<file path="src/rtl/axi4_rd_rr_arbiter2.sv">
// Two-requester AXI4 read arbiter. AR requests are granted round-robin into a registered AR stage.
// R beats are routed back by the requester index held in the RID MSB.
module axi4_rd_rr_arbiter2 #(
    parameter int IDSIZE  = 4,
    parameter int ASIZE   = 32,
    parameter int LSIZE   = 8,
    parameter int DSIZE   = 256,
    parameter int MAX_OUT = 8
) (
    input  logic              clock,
    input  logic              rst_n,
    // requester 0
    input  logic              s0_arvalid,
    output logic              s0_arready,
    input  logic [ASIZE-1:0]  s0_araddr,
    input  logic [LSIZE-1:0]  s0_arlen,
    input  logic [IDSIZE-1:0] s0_arid,
    output logic              s0_rvalid,
    input  logic              s0_rready,
    output logic [DSIZE-1:0]  s0_rdata,
    output logic [1:0]        s0_rresp,
    output logic              s0_rlast,
    output logic [IDSIZE-1:0] s0_rid,
    // requester 1
    input  logic              s1_arvalid,
    output logic              s1_arready,
    input  logic [ASIZE-1:0]  s1_araddr,
    input  logic [LSIZE-1:0]  s1_arlen,
    input  logic [IDSIZE-1:0] s1_arid,
    output logic              s1_rvalid,
    input  logic              s1_rready,
    output logic [DSIZE-1:0]  s1_rdata,
    output logic [1:0]        s1_rresp,
    output logic              s1_rlast,
    output logic [IDSIZE-1:0] s1_rid,
    // shared master port
    output logic              m_arvalid,
    input  logic              m_arready,
    output logic [ASIZE-1:0]  m_araddr,
    output logic [LSIZE-1:0]  m_arlen,
    output logic [IDSIZE:0]   m_arid,
    input  logic              m_rvalid,
    output logic              m_rready,
    input  logic [DSIZE-1:0]  m_rdata,
    input  logic [1:0]        m_rresp,
    input  logic              m_rlast,
    input  logic [IDSIZE:0]   m_rid,
    output logic [7:0]        outstanding
);

    localparam logic [7:0] MAX_CNT = 8'(MAX_OUT);

    typedef enum logic {IDLE, BUSY} ar_state_t;

    ar_state_t state, state_nxt;
    logic      rr_ptr, rr_ptr_nxt;
    logic      winner;
    logic      grant_ok;
    logic      ar_hs;
    logic      r_done;
    logic      r_sel;

    assign ar_hs  = m_arvalid & m_arready;
    assign r_done = m_rvalid & m_rready & m_rlast;

    // The pointed-to requester wins when it is asking, otherwise the other one does.
    assign winner   = (rr_ptr ? s1_arvalid : s0_arvalid) ? rr_ptr : ~rr_ptr;
    assign grant_ok = (state == IDLE) && (outstanding < MAX_CNT) && (s0_arvalid | s1_arvalid);

    always_ff @(posedge clock or negedge rst_n) begin
        if (!rst_n) begin
            state  <= IDLE;
            rr_ptr <= 1'b0;
        end else begin
            state  <= state_nxt;
            rr_ptr <= rr_ptr_nxt;
        end
    end

    always_comb begin
        state_nxt  = state;
        rr_ptr_nxt = rr_ptr;
        s0_arready = 1'b0;
        s1_arready = 1'b0;
        case (state)
            IDLE: begin
                if (grant_ok) begin
                    s0_arready = ~winner;
                    s1_arready = winner;
                    rr_ptr_nxt = ~winner;
                    state_nxt  = BUSY;
                end
            end
            BUSY: begin
                if (m_arready) state_nxt = IDLE;
            end
            default: state_nxt = IDLE;
        endcase
    end

    // Registered AR stage, held stable until the master accepts it.
    always_ff @(posedge clock or negedge rst_n) begin
        if (!rst_n) begin
            m_arvalid <= 1'b0;
            m_araddr  <= '0;
            m_arlen   <= '0;
            m_arid    <= '0;
        end else if (grant_ok) begin
            m_arvalid <= 1'b1;
            m_araddr  <= winner ? s1_araddr : s0_araddr;
            m_arlen   <= winner ? s1_arlen  : s0_arlen;
            m_arid    <= {winner, (winner ? s1_arid : s0_arid)};
        end else if (ar_hs) begin
            m_arvalid <= 1'b0;
        end
    end

    // In-flight burst count; an RLAST with nothing outstanding is ignored.
    always_ff @(posedge clock or negedge rst_n) begin
        if (!rst_n) begin
            outstanding <= 8'd0;
        end else if (ar_hs && !r_done) begin
            if (outstanding != MAX_CNT) outstanding <= outstanding + 8'd1;
        end else if (r_done && !ar_hs) begin
            if (outstanding != 8'd0) outstanding <= outstanding - 8'd1;
        end
    end

    assign r_sel     = m_rid[IDSIZE];
    assign s0_rvalid = m_rvalid & ~r_sel;
    assign s1_rvalid = m_rvalid &  r_sel;
    assign m_rready  = r_sel ? s1_rready : s0_rready;

    assign s0_rdata  = m_rdata;
    assign s1_rdata  = m_rdata;
    assign s0_rresp  = m_rresp;
    assign s1_rresp  = m_rresp;
    assign s0_rlast  = m_rlast;
    assign s1_rlast  = m_rlast;
    assign s0_rid    = m_rid[IDSIZE-1:0];
    assign s1_rid    = m_rid[IDSIZE-1:0];

endmodule

</file>
<file path="config.mk">
export PLATFORM = sky130hd
export DESIGN_NAME = axi4_rd_rr_arbiter2
export DESIGN_NICKNAME = d
export VERILOG_FILES = /design/src/rtl/axi4_rd_rr_arbiter2.sv
export SDC_FILE = /design/constraint.sdc
export NUM_CORES = 1
export LEC_CHECK = 0
export BUFFER_PORTS_ARGS = -buffer_cell sky130_fd_sc_hd__buf_2
export CAP_MARGIN = 30
export CORE_AREA = 2 2 367 369
export DETAILED_ROUTE_END_ITERATION = 7
export DIE_AREA = 0 0 369 371
export HOLD_SLACK_MARGIN = 0.02
export MAX_ROUTING_LAYER = met4
export SETUP_SLACK_MARGIN = 0.2
export SYNTH_ARGS = -nofsm -noshare
export SYNTH_HDL_FRONTEND = slang
export SYNTH_SLANG_ARGS = --single-unit
</file>
<file path="constraint.sdc">
create_clock -name clock -period 2.7 [get_ports clock]
set_clock_uncertainty 0.15 [all_clocks]
set_input_delay 0.675 -clock clock [delete_from_list [all_inputs] [get_ports clock]]
set_output_delay 0.675 -clock clock [all_outputs]
set_load 0.005 [all_outputs]
</file>
==> impl_metrics.ini <==
[setup_path]
startpoint_type = flop
ff2ff_setup_slack_ns = 0.24
critPathMaxStageDelay_ns = 0.58
arrival_ns = 1.92
cp-end-kind = output pin
crit_type = flop to output pin
worst_r2r_startpoint = outstanding[5]
worstPathRequired_ns = 1.88
path_cells = or4_4 > nor3_4 > buf_4 > and3_2 > buf_2
slowest_stage = or4_4
reg2reg_to = m_arlen[6]
worstPathMaxFanout = 2
rr_worst_depth = 7

[die]
start_util = 0.04946
die_w_um = 369
core_mm2 = 0.1328
io_pins = 945
fp.dieH_um = 371
row_count = 134
die_area_mm2 = 0.1369

[clock_tree]
cts_num_sinks = 56
htreeDepth = 2
cts-buffers-inserted = 5
cts_tree = built
clk_path_buf_depth = 2
cts_hold_buf = 0
clk_pin_slew_ns = 0.08
clock-root-buffer = clkbuf_16
clk_latency_ns = 0.34

[yosys]
ys_ff_latch = 56
synth_xor_area_frac = 0.009335
ys_warn_count = 0
synth_top_area_share = 0.6058
yosysTopAreaCell = buf_4
synthSimpleGateAreaFrac = 0.02058
synthCells = 758
synth-adder-area-share = 0.01638
syn_nets = 1126
muxShareOfSynthArea = 0.004953
syn_area_mm2 = 0.006568
synth_top_family_by_area = buffers and inverters
yosys-top-cells-area = buf_4 (61%), dfrtp_1 (21%), a222oi_1 (6.7%), inv_1 (2.8%), ha_1 (1.3%)
ys_types = 31
synth-compound-area-share = 0.08992
synth-seq-area-share = 0.2134
avgSynthCellArea_um2 = 8.664

[global_route]
gr-usage-all-layers = 0.09919
grt_pass1_vias = 3624
antenna_found_initial = 11
grt_max_degree = 46
grt_overflow = 0
grt_first_pass_wirelength_um = 76560

[power]
leakagePower_nw = 2.263
peakVddDrop_mv = 0.4863
p_per_area_mw_per_mm2 = 726.2

[detailed_routing]
drt-total-wl_um = 69180
wl_met3_um = 26480
route.met2.wl_um = 32970
wire_per_inst_um = 31.71
dr.pass1.iters = 8
routed_via_density = 1.665
m1WireLength_um = 8721
vias = 3634
highest_layer = met4
postRouteAntennaNets = 0
drc = 0
initialDrtViolationCount = 273

[outcome]
violations = negative setup slack
status = finished, violations left

[placed_design]
dpl.cell_count = 2164
dp_hpwl_um = 65460
numPortBuffers = 158
place_congestion = 0.8267

[cells_and_area]
stdcell_count = 2182
syn2layout_area_growth_pct = -8.192
drive_gt1_frac = 0.5208
nets = 776
finish.utilization = 0.04541
fillCellCount = 15810

[timing]
fmax_mhz = 364.9
fin_crit_ns = 2.741
fin_setup_tns_ns = -0.04053
slew_headroom = 0.6159
min_period_over_period = 1.015
tightest_slew_ns = 0.5761
final_max_slew_viol_count = 0
setup_ws_ns = -0.04053
whs_ns = 0.1483
rsz0062_at_grt = true
hold_viol = 0
setup_violations = 1

[min_path]
hold_class = input port to async pin

[flow_run]
maxCapViolCount = 0
==> state kept, by name (all words and copies together) (netlist names) <==
signal and flops:
rr_ptr 1, m_arvalid 1, m_arid 5, state 1
outstanding 8, m_arlen 8, m_araddr 32
==> cell families after synthesis <==
group                      Yosys count
and+or+nand+nor                     23
xor gates and xnor gates             7
DFF                                 56
buffers and inverters              591
adders and majority gates            8
muxes                                3
AOI/OAI and AO/OA                   70
==> metal layers <==
| metal | GRT usage | up-vias |
|---|---|---|
| met4 | 0.01633 | 0 |
| met1 | 0.03515 | 1471 |
| met2 | 0.1622 | 844 |
| met5 | - | - |
| li1 | - | 1225 |
| met3 | 0.1724 | 94 |
==> cells in the final DEF, fill, tap and decap left out, types with 2 or more instances in the layout <==
cell type and n:
and2_1 2, clkbuf_16 5, o21bai_1 2, dfrtp_2 2
a21o_1 2, inv_8 2, xor2_1 6, inv_1 48
a211oi_2 2, o21ai_0 9, buf_2 155, a21oi_1 6
nand2_1 8, o21ai_1 2, buf_6 2, buf_12 2
a222oi_1 44, diode_2 5, ha_4 4, ha_1 3
nor3_1 2, dfrtp_1 54, or3_1 3, buf_4 26
==> report_power, final <==
part | switching (W) | total, W | internal (W)
logic | 0.00108 | 0.00212 | 0.00104
registers | 0.000275 | 0.00150 | 0.00122
clock network | 0.000403 | 0.000759 | 0.000355
total | 0.00176 | 0.00438 | 0.00262
==> critical path, delay by kind of cell (launching register included) <==
kind          cells  cell delay [ns]
flops             1             0.39
simple gates      3             0.91
buf+inv           2             0.28
==> what timing repair did <==
| item | CTS | global route |
|---|---|---|
| setup buffers | 4 | 1 |
| endpoints found under the setup margin | 46 | 49 |
| resized for setup | 4 | 5 |
| hold endpoints to repair | 0 | 0 |
| pin swaps | 2 | 9 |
| cloned | 0 | 0 |
==> cell type report <==
type | instances | area (um2) | area share
Antenna cell | 5 | 12.51 | 0.002075
Clock buffer | 5 | 125.1 | 0.02075
Clock inverter | 3 | 27.53 | 0.004565
Inverter | 49 | 191.4 | 0.03175
Multi-Input combinational cell | 111 | 1023 | 0.1697
Sequential cell | 56 | 1404 | 0.2328
Tap cell | 1768 | 2212 | 0.3669
Timing Repair Buffer | 185 | 1033 | 0.1714
==> worst max-delay path by stage <==
stage	startpoint	endpoint	slack (ns)	depth (start not counted)
3_5_place_dp	m_rid[4]	outstanding[7]	-0.12	11
2_1_floorplan	m_rid[4]	outstanding[7]	0.14	10
4_1_cts	outstanding[5]	s1_arready	-0.08	5
5_1_grt	outstanding[5]	s1_arready	-0.10	5
6_report	outstanding[5]	s1_arready	-0.04	5
3_3_place_gp	m_rid[4]	outstanding[7]	-0.08	11
==> through the flow <==
stage	instance area [um2]	setup slack, ns	power, W
after floorplan	6644	0.1385	0.003166
after global placement	5794	-0.08216	0.003531
after detailed placement	5794	-0.1173	0.003579
after CTS	5989	-0.07534	0.004483
after global routing	6030	-0.1043	0.004769
final	6030	-0.04053	0.004378
==> cell usage after synthesis, drive strengths merged <==
library cell    n
nand3           1
dfrtp          56
mux2i           1
and3            2
a21o            2
nand2           8
buf           540
a211oi          2
o21bai          2
fa              1
o21ai          13
clkbuf          2
or4             1
inv            49
nand2b          1
nor3            3
mux2            2
or3             3
or2             1
xor2            6
and2            2
ha              7
a31oi           1
xnor2           1
a21oi           6
nor2b           1
a222oi         44
No activity file was read; power rests on OpenSTA's default activity.
